<file path="config.mk">
export PLATFORM = sky130hd
export DESIGN_NAME = rpn_stack_controller
export DESIGN_NICKNAME = d
export VERILOG_FILES = /design/src/rtl/rpn_stack_controller.sv
export SDC_FILE = /design/constraint.sdc
export NUM_CORES = 1
export LEC_CHECK = 0
export ABC_CLOCK_PERIOD_IN_PS = 5100
export BUFFER_PORTS_ARGS = -buffer_cell sky130_fd_sc_hd__buf_2
export CAP_MARGIN = 20
export CORE_MARGIN = 10
export CORE_UTILIZATION = 45
export CTS_CLUSTER_DIAMETER = 150
export DETAILED_ROUTE_END_ITERATION = 7
export PLACE_DENSITY = 0.66
export SLEW_MARGIN = 10
export SYNTH_ARGS = -nofsm -noshare
export SYNTH_HDL_FRONTEND = slang
export SYNTH_SLANG_ARGS = --single-unit
</file>
<file path="constraint.sdc">
create_clock -name clk -period 5.1 [get_ports clk]
set_input_delay 1.02 -clock clk [delete_from_list [all_inputs] [get_ports clk]]
set_output_delay 1.02 -clock clk [all_outputs]
set_load 0.02 [all_outputs]
</file>
<file path="src/rtl/rpn_stack_controller.sv">
// rpn_stack_controller: operand stack + sequencer for the RPN calculator.
// Enter pushes DataIn (OpMode=0) or runs a READY->FETCH->EXEC->WRITE pass
// through the external ALU (OpMode=1); Undo reverts the last push/op once.
// Optional macro RPN_ERR_STICKY_EN: Error stays set until reset.
module rpn_stack_controller #(
  parameter int WIDTH = 16,
  parameter int DEPTH = 4,
  localparam int DW = $clog2(DEPTH + 1),
  localparam int AW = (DEPTH > 1) ? $clog2(DEPTH) : 1
) (
  input  logic             clk,
  input  logic             reset,
  input  logic             EnterPulse,
  input  logic             UndoPulse,
  input  logic             OpMode,
  input  logic [WIDTH-1:0] DataIn,
  input  logic [WIDTH-1:0] AluResult,
  input  logic [4:0]       AluFlags,
  output logic [WIDTH-1:0] OpA,
  output logic [WIDTH-1:0] OpB,
  output logic [1:0]       OpCode,
  output logic [WIDTH-1:0] Result,
  output logic [4:0]       Flags,
  output logic [WIDTH-1:0] Top,
  output logic [DW-1:0]    Depth,
  output logic [2:0]       Status,
  output logic             ToDisplaySel,
  output logic             Error
);

  typedef enum logic [2:0] {READY = 3'd0, FETCH = 3'd1, EXEC = 3'd2, WRITE = 3'd3} state_t;
  typedef enum logic [1:0] {U_NONE = 2'd0, U_PUSH = 2'd1, U_OP = 2'd2} undo_t;

  state_t           state_q, state_d;
  undo_t            urec_q, urec_d;
  logic [WIDTH-1:0] stk_q [DEPTH];
  logic [WIDTH-1:0] stk_d [DEPTH];
  logic [DW-1:0]    depth_q, depth_d;
  logic [WIDTH-1:0] opa_q, opa_d, opb_q, opb_d, res_q, res_d;
  logic [WIDTH-1:0] sava_q, sava_d, savb_q, savb_d;
  logic [1:0]       opc_q, opc_d, pend_q, pend_d;
  logic [4:0]       flg_q, flg_d;
  logic             sel_q, sel_d, err_q, err_d, err_ok;
  logic [AW-1:0]    ix0, ix1, ix2;

  // Slot indices relative to the current fill level (first free, top, second).
  assign ix0 = AW'(depth_q);
  assign ix1 = AW'(depth_q - DW'(1));
  assign ix2 = AW'(depth_q - DW'(2));

  // Value Error takes after a successful action.
`ifdef RPN_ERR_STICKY_EN
  assign err_ok = err_q;
`else
  assign err_ok = 1'b0;
`endif

  // Next-state and datapath updates; pulses only matter in READY, Undo wins over Enter.
  always_comb begin
    state_d = state_q;
    urec_d  = urec_q;
    stk_d   = stk_q;
    depth_d = depth_q;
    opa_d   = opa_q;
    opb_d   = opb_q;
    opc_d   = opc_q;
    pend_d  = pend_q;
    res_d   = res_q;
    flg_d   = flg_q;
    sava_d  = sava_q;
    savb_d  = savb_q;
    sel_d   = sel_q;
    err_d   = err_q;
    case (state_q)
      READY: begin
        if (UndoPulse) begin
          case (urec_q)
            U_OP: begin
              stk_d[ix1] = sava_q;
              stk_d[ix0] = savb_q;
              depth_d    = depth_q + DW'(1);
              urec_d     = U_NONE;
              err_d      = err_ok;
            end
            U_PUSH: begin
              depth_d = depth_q - DW'(1);
              urec_d  = U_NONE;
              err_d   = err_ok;
            end
            default: err_d = 1'b1;
          endcase
        end else if (EnterPulse) begin
          if (!OpMode) begin
            if (depth_q == DW'(DEPTH)) begin
              err_d = 1'b1;
            end else begin
              stk_d[ix0] = DataIn;
              depth_d    = depth_q + DW'(1);
              sel_d      = 1'b0;
              urec_d     = U_PUSH;
              err_d      = err_ok;
            end
          end else if (depth_q < DW'(2)) begin
            err_d = 1'b1;
          end else begin
            // Opcode held until FETCH in case DataIn moves after the pulse.
            pend_d  = DataIn[1:0];
            state_d = FETCH;
            err_d   = err_ok;
          end
        end
      end
      FETCH: begin
        opa_d   = stk_q[ix2];
        opb_d   = stk_q[ix1];
        opc_d   = pend_q;
        sava_d  = stk_q[ix2];
        savb_d  = stk_q[ix1];
        urec_d  = U_OP;
        state_d = EXEC;
      end
      EXEC: begin
        res_d   = AluResult;
        flg_d   = AluFlags;
        sel_d   = 1'b1;
        state_d = WRITE;
      end
      WRITE: begin
        stk_d[ix2] = res_q;
        depth_d    = depth_q - DW'(1);
        state_d    = READY;
      end
      default: state_d = READY;
    endcase
  end

  // FSM state register.
  always_ff @(posedge clk) begin
    if (reset) state_q <= READY;
    else       state_q <= state_d;
  end

  // Stack, operand, result and undo registers; reset discards any partial op.
  always_ff @(posedge clk) begin
    if (reset) begin
      for (int i = 0; i < DEPTH; i++) stk_q[i] <= '0;
      urec_q  <= U_NONE;
      depth_q <= '0;
      opa_q   <= '0;
      opb_q   <= '0;
      opc_q   <= '0;
      pend_q  <= '0;
      res_q   <= '0;
      flg_q   <= '0;
      sava_q  <= '0;
      savb_q  <= '0;
      sel_q   <= 1'b0;
      err_q   <= 1'b0;
    end else begin
      stk_q   <= stk_d;
      urec_q  <= urec_d;
      depth_q <= depth_d;
      opa_q   <= opa_d;
      opb_q   <= opb_d;
      opc_q   <= opc_d;
      pend_q  <= pend_d;
      res_q   <= res_d;
      flg_q   <= flg_d;
      sava_q  <= sava_d;
      savb_q  <= savb_d;
      sel_q   <= sel_d;
      err_q   <= err_d;
    end
  end

  assign OpA          = opa_q;
  assign OpB          = opb_q;
  assign OpCode       = opc_q;
  assign Result       = res_q;
  assign Flags        = flg_q;
  assign Depth        = depth_q;
  assign Status       = state_q;
  assign ToDisplaySel = sel_q;
  assign Error        = err_q;
  assign Top          = (depth_q == '0) ? '0 : stk_q[ix1];

endmodule
</file>
=== Yosys cells after proc, flatten, opt, wreduce, memory -nomap -nowiden ===
Cells that the tools add are included.

* Reduce and logical (&&, ||, !) cells: 17
* Multiplexer cells: 51
* Eq/ne operators: 18
* Magnitude comparators: 7
* Bitwise logic cells: 5
* Add/sub/neg operators: 3

{| class="wikitable"
|+ Operator list
! cell !! number
|-
| $mux W64 || 5
|-
| $bwmux W64 || 4
|-
| $mux W16 || 8
|-
| $pmux W64 S2 || 1
|-
| $demux W16 S2 || 3
|-
| $bmux W16 S2 || 2
|-
| $reduce_and A5 Y1 || 5
|-
| $mux W3 || 8
|-
| $ne A2 B2 Y1 const B || 6
|-
| $ne A3 B3 Y1 const B || 4
|-
| $pmux W3 S2 || 2
|-
| $mux W1 || 10
|-
| $mux W2 || 5
|-
| $ge A3 B3 Y1 const B || 3
|-
| $lt A3 B1 Y1 const B || 3
|-
| $not A2 Y3 || 3
|-
| $pmux W3 S3 || 1
|-
| $reduce_bool A2 Y1 || 4
|-
| $eq A3 B2 Y1 const B || 2
|-
| $logic_not A3 Y1 || 2
|-
| $ne A4 B2 Y1 const B || 1
|-
| $pmux W2 S2 || 1
|-
| $reduce_and A4 Y1 || 1
|-
| $add A3 B1 Y3 const B || 1
|-
| other kinds (13) || 16
|}

* Output and inout bits: 79
* Flip-flop bits (word level): 131

=== Longest topological paths before layout ===
Gate-level depths: netlist of run 1.

* Depth after elaboration: 11
* Mapped depth: 11
* Gate-level depth less buffers: 6

=== Least setup slack after synthesis of run 1 ===
No wires, ideal clock.

* Path type: register to output
* From: reg depth_q[0], in the netlist Depth[0]
* To: out Top[10]
* Path slack: 1.446 ns
* Path buffers: 5
* Arrival time: 2.634 ns
* Required time: 4.080 ns
* Cell stages (with the launch flop): 10
* Cell sequence: dfxtp_1 buf_4 buf_2 buf_2 inv_1 ha_1 buf_2 clkbuf_1 mux4_2 and2_1

* Word-level cells in the longest chain between the ends: 6
* Elaborated cells on any way between the ends: 7
* Those cells by class: 1 x add/sub; 4 x mux; 1 x bitwise; 1 x reduce/logical

{| class="wikitable"
|+ Ends and longest elaborated chain
! item !! RTL line !! RTL
|-
| from (decl) || 38 || <nowiki>logic [DW-1:0] depth_q, depth_d;</nowiki>
|-
| from (signal assigned) || 162 || <nowiki>depth_q <= depth_d;</nowiki>
|-
| $sub A3 B1 Y3 || -- ||
|-
| $not A2 Y3 (not written as such) || 185 || <nowiki>assign Top = (depth_q == '0) ? '0 : stk_q[ix1];</nowiki>
|-
| $bmux W16 S2 || 185 ||
|-
| $mux W16 (not written as such) (2 in series) || 185 ||
|-
| $mux W16 (*) || 185 ||
|-
| to (decl) || 24 || <nowiki>output logic [WIDTH-1:0] Top,</nowiki>
|}

Mark *: on every way between the ends. The rest lies on a longest branch, timed or not. The select of a mux whose other input is x is not followed.

=== Worst setup path after layout of run 1 ===
* From: reg depth_q[0], in the netlist Depth[0]
* To: out Top[0]

The elaborated chain is that of the path after synthesis.

==> results of run 1 <==
==> kinds of logic after synthesis <==
family / count (synthesis) / share of synthesized area [%]
compound gates: 272 / 23.8
simple gates: 249 / 15.4
flops: 130 / 33.3
mux: 107 / 18.8
buf+inv: 99 / 6.44
fa+ha+maj: 13 / 2.08
other cells: 1 / 0.0480
xor+xnor: 1 / 0.112
==> layout make-up <==
type,instances,area [um2]
Fill cell,1620,8180
Multi-Input combinational cell,643,4730
Sequential cell,130,2600
Timing Repair Buffer,135,722
Clock buffer,19,453
Tap cell,225,282
Clock inverter,13,181
Inverter,8,30.0
==> stage by stage <==
step	cells	util [%]	power, uW	cell area (um2)
after global placement	1140	48.6	1860	8360
after floorplan	872	-	1650	7810
final	1173	52.4	3180	9000
after CTS	1172	52.3	3180	8990
after detailed placement	1140	48.6	1860	8360
after global routing	1173	52.4	3300	9000
==> power groups by stage <==
stage / combinational, uW / clock [uW] / sequential (uW)
after CTS: 746 / 1340 / 1100
final: 754 / 1320 / 1100
after global routing: 808 / 1390 / 1100
after global placement: 741 / 0 / 1120
after detailed placement: 742 / 0 / 1120
after floorplan: 542 / 0 / 1100
==> cell usage after synthesis (17+ instances only) <==
master / number
sky130_fd_sc_hd__dfxtp_1: 130
sky130_fd_sc_hd__nand3_1: 23
sky130_fd_sc_hd__a311oi_1: 17
sky130_fd_sc_hd__a221oi_1: 23
sky130_fd_sc_hd__buf_2: 45
sky130_fd_sc_hd__nand2_1: 73
sky130_fd_sc_hd__mux4_2: 32
sky130_fd_sc_hd__and2_1: 19
sky130_fd_sc_hd__mux2i_1: 75
sky130_fd_sc_hd__clkbuf_1: 29
sky130_fd_sc_hd__o2bb2ai_1: 32
sky130_fd_sc_hd__o21ai_0: 52
sky130_fd_sc_hd__a21oi_1: 77
sky130_fd_sc_hd__nor2_1: 81
==> critical path: stages, from the launching register on <==
cell and delay (ns):
sky130_fd_sc_hd__dfxtp_2 0.72, sky130_fd_sc_hd__inv_1 0.21, sky130_fd_sc_hd__ha_2 0.79, sky130_fd_sc_hd__mux4_2 0.41, sky130_fd_sc_hd__and2_1 0.18, sky130_fd_sc_hd__buf_2 0.16
==> sequential cells by signal, summed over array words and instances (netlist names), 2 cells and up <==
signal and flops:
Flags 5, stk_q 64, Depth 3, Result 16, Status 2, sava_q 16
urec_q 2, OpCode 2, savb_q 16, pend_q 2
==> worst max-delay path by stage <==
stage | from | end | slack (ns) | depth (start not counted)
after CTS | Depth[0]$_SDFFE_PP0P_ | Top[0] | 1.19 | 5
after global routing | Depth[0]$_SDFFE_PP0P_ | Top[0] | 1.07 | 5
after detailed placement | UndoPulse | stk_q[38]$_SDFFE_PP0P_ | 1.44 | 6
after global placement | UndoPulse | stk_q[45]$_SDFFE_PP0P_ | 1.57 | 6
after floorplan | Depth[0]$_SDFFE_PP0P_ | Top[10] | 1.45 | 9
final | Depth[0]$_SDFFE_PP0P_ | Top[0] | 1.17 | 5
==> metal layers <==
metal,vias to the layer above,track usage (%),part of all wire [%]
met5,-,0,0.028
met4,2,6.91,1.8
met3,42,5.79,8.8
met2,357,34.5,46
met1,3554,29.2,43
li1,3410,-,-
==> out/results.txt, run 1 <==
Hold is met by 0.470 ns. In this run the biggest area consumer among cell types represents 33.3% of the synthesized area. For the worst setup path, the data arrival time is 2.91 ns. Launching point of the worst reg2reg path: Depth[0]$_SDFFE_PP0P_. After synthesis, the mean cell area works out to 8.96 um2. 0 antenna diodes ended up in the layout. The count of unique library cells instantiated by Yosys is 51.

The run gives 0.255 GHz as the highest clock rate. The capture point of the worst reg-to-reg path was stk_q[0]$_SDFFE_PP0P_. The congestion estimate from routability-driven global placement came to 0.853.

The growth of design area from synthesis to finish came out at 15.2%. Setup repair after global routing left no endpoint under its margin. Endpoint of the worst hold-timing path: Error$_SDFFE_PP0P_. Most common flop cell mapped by yosys: sky130_fd_sc_hd__dfxtp_1. The total I/O pin count is 121, and the count of input and output buffers is 119. At the pin with the least slew margin, the transition time is 1.07 ns. Of all cell types, the one taking the most synthesized area is sky130_fd_sc_hd__dfxtp_1. Dividing total power by cell area gives a power density of 353 nW/um2. Setup slack closes at 1.17 ns.

Across the VDD grid, the largest voltage drop is 0.269 mV. Across the routed clock network, the largest skew measured is 0.00780 ns. Entering global routing, the biggest net connects 76 pins. Summing the sequential cell areas from Yosys gives 33.3% of the chip area. Most common cell after layout, fill and taps aside: sky130_fd_sc_hd__dfxtp_1.

Yosys attributes the largest share of cell area to sky130_fd_sc_hd__dfxtp_1 (33%), sky130_fd_sc_hd__mux2i_1 (9.6%), sky130_fd_sc_hd__mux4_2 (9.2%), sky130_fd_sc_hd__a21oi_1 (4.9%), sky130_fd_sc_hd__nor2_1 (3.9%). Counting cells, the worst reg-to-reg path comes to 7. The worst hold path passes through 2 cells. The number of clock sinks was 130; the wire length of the first global-routing pass was 40.1 mm. TritonCTS built the clock tree. The worst hold path class was reg -> reg. For this block, the initial DRC count from the detailed router was 799. The synthesized netlist cell count was 872; the net count of the finished layout was 990. The critical path in this run is classified as reg -> out. The startpoint of the worst hold path is Error$_SDFFE_PP0P_. The final routed wire length divided by cell count was 21.7 um; the number of nets with antenna violations after detailed routing was 0.

The clock passes through at most 2 buffers. The Yosys step of the flow raised 0 warnings. The final routed DRC violation total is 0. At the worst endpoint, the required time is 4.08 ns. The tools report the clock root buffer as sky130_fd_sc_hd__clkbuf_16. The worst setup path is launched from a register. The logs give 6,983 for the via count of the first global-routing pass and 927 for the number of nets in the synthesized netlist.

In this run the cell area of the synthesized design comes to 7810 um2. The smallest clock period supported by the final layout is computed as 3.93 ns. The later pin in the worst-skew pair is clocked with a latency of 0.43 ns.

After legalization and detailed placement, the total HPWL measured 16.0 mm. The total core area is 17,200 um2, and the overall routed net length is 25.4 mm. Combinational cells account for 23.7% of the total power. The tools report the initial core utilization as 45.5%. The number of iterations in the first detailed-routing pass was 6; the fraction of power spent switching nets was 33.1%. STA classifies the critical path endpoint as a primary output. The run finished with clean final reports. Dividing the final minimum period by the clock period gives 77.0%. The die extent in x was 152 um; the highest net fanout along the worst path was 20. The internal power of the cells totals 2120 uW.

The clock transition at the registers of the reported paths works out to 0.06 ns. Leaving out fill and tap cells, the most frequent cells in the layout are sky130_fd_sc_hd__dfxtp_1 (129), sky130_fd_sc_hd__buf_2 (118), sky130_fd_sc_hd__nor2_1 (81). The logs give 0 for the number of max-slew violations in the final report and 0 for the number of setup buffers added after CTS. The run gives 1.63 ns as the slack of the worst reg-to-reg path. Counting flops with an async set or reset pin after synthesis yields a share of 0%. The analysis attributes to net switching a power of 1050 uW. After detailed routing, the number of vias per cell comes to 6.28. Setup violations remaining at the end of the flow were counted as 0. Of the cells placed in the final design, the portion with a size suffix greater than 1 is 23.2%.

Prior to clock tree synthesis, the placed netlist has a worst setup slack of 1.44 ns. In this run the core area contains 48 standard-cell rows. The tools report the clock network fraction of total power as 41.7%. The number of buffers added by the clock tree synthesis step was 17; the leakage component of the power was 0.00319 uW. The run gives 0 ns as the final total negative setup slack. The register bit count reported by yosys was 130; the count of hold-fix buffers inserted at cts was 0. The tools report the H-tree level count as 4. The floorplan step defined a die boundary enclosing 23,000 um2. Global routing used 22.1% of the available tracks across all layers.

The routed layout has 7,365 vias. Final global-route overflow total: 0. The die height was 152 um. Headroom to the max-slew limit came out at 28.7%. The number of enable-type register cells in the synthesized netlist was 0; the number of antenna violations at the first check in global routing was 1. The hold violation count in the final report is 0, and the quantity of gates resized following cts is 0. Registers are responsible for 34.5% of the overall power. The run gives 0 as the count of maximum capacitance violations.
Note: power is estimated with default switching activity, not from simulation.
==> run 2, diff against run 1 <==
Settings changed: ABC_CLOCK_PERIOD_IN_PS 5100 to 3400, PLACE_DENSITY 0.66 to 0.68.
Clock period 5.1 ns to 3.4 ns, I/O delays scaled along.
==> run 2 against run 1 <==
Against the previous run:
- critical path depth did not move
- flip-flop and latch count did not move
- combinational power rose by 59%
- sequential power rose by 46%
- core utilization rose by 0.49 points
- power rose by 50%
- cell area rose by 0.93%
- via count rose by 1.8%
- critical path type unchanged
- largest power group unchanged
==> out/results.txt, run 2 (same netlist as run 1, synthesis figures left out) <==
Once placement finished, the instance area stood at 8460 um2. The logs give 0.324 GHz for the highest clock rate and 1,001 for the net count of the finished layout. The launching point of the worst reg2reg path was Depth[1]$_SDFFE_PP0P_. In the final routed layout, each cell accounts on average for 21.8 um. The worst ir drop on vdd is 0.393 mV. Register with the most flip-flops: stk_q. The worst path uses 90.8% of the clock period. The area growth from synthesis to layout is 16.3%. The count of input and output buffers came out at 119. The number of antenna violations at the first check in global routing was 1.

For the total routing resource utilization after global routing, the log shows 21.9%. The endpoint of the worst hold-timing path is Error$_SDFFE_PP0P_. Startpoint type of the worst setup path: a register. Nature of the critical path endpoint: a primary output. Clock tree synthesis found a total of 130 sinks. Headroom to the max-slew limit came out at 32.2%. Before antenna repair, the detailed router went through 7 iterations. Final-report setup violation count: 0. For the final HPWL from detailed placement, the log shows 16.5 mm. After routing the design area is 9080 um2. After clock tree synthesis, the flow added hold-fix buffers numbering 0. Counting instances, the worst hold path has a depth of 2. The logs give 67 for the maximum number of pins on one net before global-route repair and 0.873 for the placer congestion estimate.

Setup slack on the worst reg-to-reg path comes out at 0.68 ns. In the routed layout, each cell is associated on average with a via count of 6.33. TritonCTS built the clock tree. From bottom edge to top edge, the die measures 152 um. The run gives 0.42 ns as the clock latency on the worst-skew pair. The number of antenna diodes in the final layout is 0.

The critical path is of the reg -> out type. Counting cells, the worst reg-to-reg path comes to 7. Die extent in x: 152 um. The tools report the initial core utilization as 45.5%.

Walking the worst path, the cells encountered are inv_1 -> ha_2 -> nand2b_1 -> and2_1 -> buf_2. Data on the critical path is required at its endpoint by 2.72 ns. The minimum period implied by the final worst setup slack works out to 3.09 ns. For the number of buffers added by the clock tree synthesis step, the log shows 17. For the number of setup buffers added after CTS, the log shows 0.

The count of maximum capacitance violations was 0; the delay of the slowest cell on the worst path was 0.62 ns. The total I/O pin count was 121; the data arrival time of the worst path was 2.41 ns. The layout filler cell count was 1,619. For the non-filler instance count after layout, the log shows 1,184. The power density normalized to cell area was 526 nW/um2; the cell count after placement was 1,152.

The share of post-route cells with drive strength above 1 is 24.0%, and the final setup slack of the worst path is 0.313 ns. The register with the most flip-flops in the layout has 64 of them. The run finished with clean final reports. The tools report the setup slack at placement as 0.725 ns. Clock-pin slew was measured on the worst setup and hold paths at 0.06 ns. In the layout the commonest cells are sky130_fd_sc_hd__dfxtp_1 (129), sky130_fd_sc_hd__buf_2 (118), sky130_fd_sc_hd__nor2_1 (81). Number of nets with antenna violations after detailed routing: 0.

For the initial DRC count, the log shows 886. The library cell used most frequently in the layout, excluding fill and tap cells, is sky130_fd_sc_hd__dfxtp_1. The run gives 0 as the hold violation count in the final report. Area of the die: 23,000 um2. The via count of the first global-routing pass is 6,889, and the slew at the pin with the worst max-slew slack is 1.02 ns. The floorplan has 48 rows. In the final timing run, aggregate negative setup slack is 0 ns. The routed design has 25.9 mm of wire. Total number of vias: 7,500. The tools report the H-tree level count as 4.

Between clock sinks in the finished design, the worst skew comes to 0.0133 ns. After layout, the design draws a total of 4780 uW. The first global-routing pass estimated 39.8 mm of wire. The tree is rooted in a sky130_fd_sc_hd__clkbuf_16. For this design the static power due to leakage is 0.00324 uW. The maximum buffer depth of the clock tree is 2. For this design, the slowest cell found on the critical path is sky130_fd_sc_hd__nand2b_1. Setup repair after global routing left no endpoint under its margin. The core region is 17,200 um2. Number of max-slew violations in the final report: 0. Along the worst path, the maximum fanout reaches 16. The worst register-to-register path ends at stk_q[56]$_SDFFE_PP0P_.

In this run the most critical hold path is launched from Error$_SDFFE_PP0P_. The quantity of gates resized following cts is 0. In this run the worst hold path is classified as reg -> reg.

In the routed design, unresolved DRC markers number 0. The final global-route overflow total is 0.
==> run 2: cell count changes in the layout (fill, tap and decap cells not counted), sizes merged <==
cell / previous run / this run
buf: 135 / 146
clkinvlp: 2 / 3
clkinv: 6 / 5
==> run 2: power by group <==
part | switching [uW] | internal [uW] | leakage [uW]
Clock | 717 | 1250 | 0.000299
Combinational | 823 | 375 | 0.00190
Sequential | 42.9 | 1570 | 0.00105
Total | 1580 | 3190 | 0.00324
==> run 2: metal layers <==
metal  up-vias  wire length (um)  global-route usage [%]
met2       448             12100                    34.6
met5         -                 0                       0
met1      3585             10800                    29.3
met4         0               423                    6.34
met3        46              2560                    4.69
li1       3421                 -                       -
==> run 2: critical path: cells and delay by family, from the launching register on <==
kind | cells | cell delay (ns)
buffers and inverters | 2 | 0.29
adder cells (fa/ha/maj) | 1 | 0.38
flip-flops | 1 | 0.31
AND/OR/NAND/NOR | 2 | 0.99
==> run 2: stage by stage <==
step	util, %	hold slack, ns
floorplan	-	0.444
global placement	49.2	0.459
detailed placement	49.2	0.463
CTS	52.9	0.472
global route	52.9	0.497
finish	52.9	0.474
==> run 2: final cells by class <==
class | count | area [um2] | share of cell area (%)
Sequential cell | 130 | 2600 | 28.7
Timing Repair Buffer | 146 | 813 | 8.95
Clock inverter | 13 | 184 | 2.02
Clock buffer | 19 | 443 | 4.88
Multi-Input combinational cell | 643 | 4730 | 52.1
Inverter | 8 | 30.0 | 0.331
Tap cell | 225 | 282 | 3.10
==> run 2: worst max-delay path by stage <==
stage                                      from                      to  cells past startpoint
after CTS                 Depth[1]$_SDFFE_PP0P_                  Top[8]                      5
final                     Depth[1]$_SDFFE_PP0P_                  Top[8]                      5
after detailed placement              UndoPulse  stk_q[38]$_SDFFE_PP0P_                      6
after global routing      Depth[1]$_SDFFE_PP0P_                 Top[14]                      5
after global placement                UndoPulse  stk_q[43]$_SDFFE_PP0P_                      6
after floorplan           Depth[0]$_SDFFE_PP0P_                 Top[10]                      9
==> run 3, diff against run 2 <==
Settings changed: CORE_UTILIZATION 45 to 35, PLACE_DENSITY 0.68 to default, REMOVE_ABC_BUFFERS from default to 1.
==> run 3 against run 2 <==
Against the previous run:
- worst hold slack better by 0.0094 ns
- sequential power barely moved
- core utilization is 11 points lower
- flip-flop and latch count unchanged
- final cell count rose by 4.7%
- via count fell by 0.69%
- critical path type unchanged
==> out/results.txt, run 3 (same netlist as run 1, synthesis figures left out) <==
In this run the worst setup path terminates at Top[15]. Dividing the final minimum period by the clock period gives 89.0%. Total core area: 21,900 um2.

The logs give 0 for the quantity of gates resized following cts and 55 for the maximum number of pins on one net before global-route repair. The worst register-to-register path has a setup slack of 0.81 ns. Summed over all cells, the static leakage comes to 0.00325 uW.

The number of nets with antenna violations after detailed routing is 0, and the final instance area is 9190 um2. Dividing the detail-routed via count by the number of cells gives 6.01. The logs give 17 for the number of buffers added by the clock tree synthesis step and 6 for the number of iterations in the first detailed-routing pass. The run finished with clean final reports. The tools report the post-route clock skew as 0.00600 ns.

Counting along the longest clock path gives a buffer depth of 2. STA classifies the critical path endpoint as a primary output. Data arrival time of the worst path: 2.35 ns. Across the run, the number of max-cap violations was 0. The run gives 0 as the number of max-slew violations in the final report.

Number of cell instances on the worst register-to-register path: 7. The antenna cell count came out at 0. The path class of the tightest hold or removal check is in -> reg.

The die is 169 um tall. The share of post-route cells with drive strength above 1 is 24.2%. The tools report the startpoint of the worst setup timing path as Depth[1]$_SDFFE_PP0P_. In this run the critical register-to-register path is captured at stk_q[52]$_SDFFE_PP0P_. Flip-flop count of the largest register after layout: 64.

The net count of the finished layout was 1,002. For this run, the slowest stage of the critical path takes 0.75 ns. The final HPWL from detailed placement is 17.8 mm. Power spread over the standard cell area amounts to 532 nW/um2.

Clock-pin slew was measured on the worst setup and hold paths at 0.06 ns. The clock latency on the worst-skew pair was 0.43 ns. For the final routed database, the setup TNS stands at 0 ns. At the pin with the least slew margin, the transition time is 1.10 ns. The final routed wire length divided by cell count was 22.3 um; the cell area after placement was 8540 um2. The run gives 0.847 as the placer congestion estimate.

The run gives 7,323 as the via count of the first global-routing pass. The most common cell after layout, fill and taps aside was sky130_fd_sc_hd__dfxtp_1. The critical-path cell with the highest stage delay was sky130_fd_sc_hd__ha_2. The overall routed net length is 27.6 mm, and the number of clock sinks is 130. During I/O placement, the number of pins put on the boundary was 121. The root buffer cell chosen for the clock tree is sky130_fd_sc_hd__clkbuf_16. Compared with the post-synthesis result, the final layout area differs by 17.6%. For this run, the top clock speed supported by timing is 0.330 GHz. The total number of vias was 7,448.

Highest net fanout along the worst path: 17. For the finished layout, the period the worst path requires is 3.03 ns. For this run, design rule violations remaining after detail routing come to 0.

The tools report the number of antenna violations at the first check in global routing as 1. In this run the critical register-to-register path is launched from Depth[0]$_SDFFE_PP0P_. The library cells used most frequently in the layout, excluding fill and tap cells, are sky130_fd_sc_hd__dfxtp_1 (129), sky130_fd_sc_hd__buf_2 (118), sky130_fd_sc_hd__nor2_1 (81).

At the worst endpoint, the required time is 2.72 ns. The hold violation count in the final report is 0. After clock tree synthesis, the flow added hold-fix buffers numbering 0. Setup repair after global routing left no endpoint under its margin.

By startpoint and endpoint, the worst setup path is classified as reg -> out. IR analysis of the VDD net gives a maximum drop of 0.389 mV. The die is 169 um wide. TritonCTS built the clock tree. For this run, the total global-route usage over all layers was measured as 18.9%. The first global-routing pass estimated 43.0 mm of wire. STA classifies the critical path startpoint as a register.

The register with the most flip-flops in the final layout is stk_q. The critical path goes through inv_1 -> ha_2 -> mux4_2 -> and2_1 -> buf_2. Post-CTS timing repair inserted 0 buffers for setup.

Measured against its own limit, the worst slew margin works out to 26.3%. Setup violations remaining at the end of the flow were counted as 0. The initial utilization of the core area, before any placement, comes to 35.7%. Input and output buffers added on the ports amount to 119. The tools report the area of the die as 28,700 um2.

In this run, the number of DRC markers left after iteration 0 of detailed routing was 709. The total overflow left after global routing is 0. The floorplan has 54 rows. The run gives 4 as the H-tree level count.
run 3: power by group:
part / switching (uW) / internal, uW
sequential: 42.8 / 1570
combinational: 844 / 378
clock: 734 / 1320
total: 1620 / 3270
run 3: per-layer routing:
metal  wire length [um]  track usage [%]
met5                  0                0
met4                450             6.42
met3               2220             3.52
met2              13000             30.1
met1              11900             25.3
run 3: area by class of cell:
cell class | count | area, um2
Clock buffer | 19 | 443
Clock inverter | 13 | 208
Fill cell | 2194 | 12700
Inverter | 8 | 30.0
Multi-Input combinational cell | 643 | 4730
Sequential cell | 130 | 2600
Tap cell | 280 | 350
Timing Repair Buffer | 147 | 821
run 3: worst min-delay path by stage:
stage | start | to | slack (ns) | depth (start not counted)
2_1_floorplan | stk_q[32]$_SDFFE_PP0P_ | stk_q[32]$_SDFFE_PP0P_ | 0.44 | 1
3_3_place_gp | stk_q[54]$_SDFFE_PP0P_ | stk_q[54]$_SDFFE_PP0P_ | 0.46 | 1
3_5_place_dp | stk_q[47]$_SDFFE_PP0P_ | stk_q[47]$_SDFFE_PP0P_ | 0.46 | 1
4_1_cts | AluResult[14] | Result[14]$_SDFFE_PP0P_ | 0.48 | 3
5_1_grt | AluResult[5] | Result[5]$_SDFFE_PP0P_ | 0.49 | 3
6_report | AluResult[14] | Result[14]$_SDFFE_PP0P_ | 0.48 | 3
run 3: critical path: cells and delay by family (launching register included):
kind          cells  cell delay, ns
fa+ha+maj         1            0.75
buf+inv           2            0.24
mux               1            0.43
simple gates      1            0.18
flops             1            0.33
run 3: per-stage QoR:
| step | instances | worst slack [ns] | hold WS [ns] | utilization (%) | total power, uW |
|---|---|---|---|---|---|
| CTS | 1240 | 0.382 | 0.476 | 42.0 | 4900 |
| global placement | 1208 | 0.857 | 0.465 | 39.0 | 2840 |
| global route | 1240 | 0.295 | 0.493 | 42.0 | 5060 |
| finish | 1240 | 0.373 | 0.483 | 42.0 | 4890 |
| floorplan | 781 | -1.23 | 0.444 | - | 2360 |
| detailed placement | 1208 | 0.817 | 0.464 | 39.0 | 2850 |
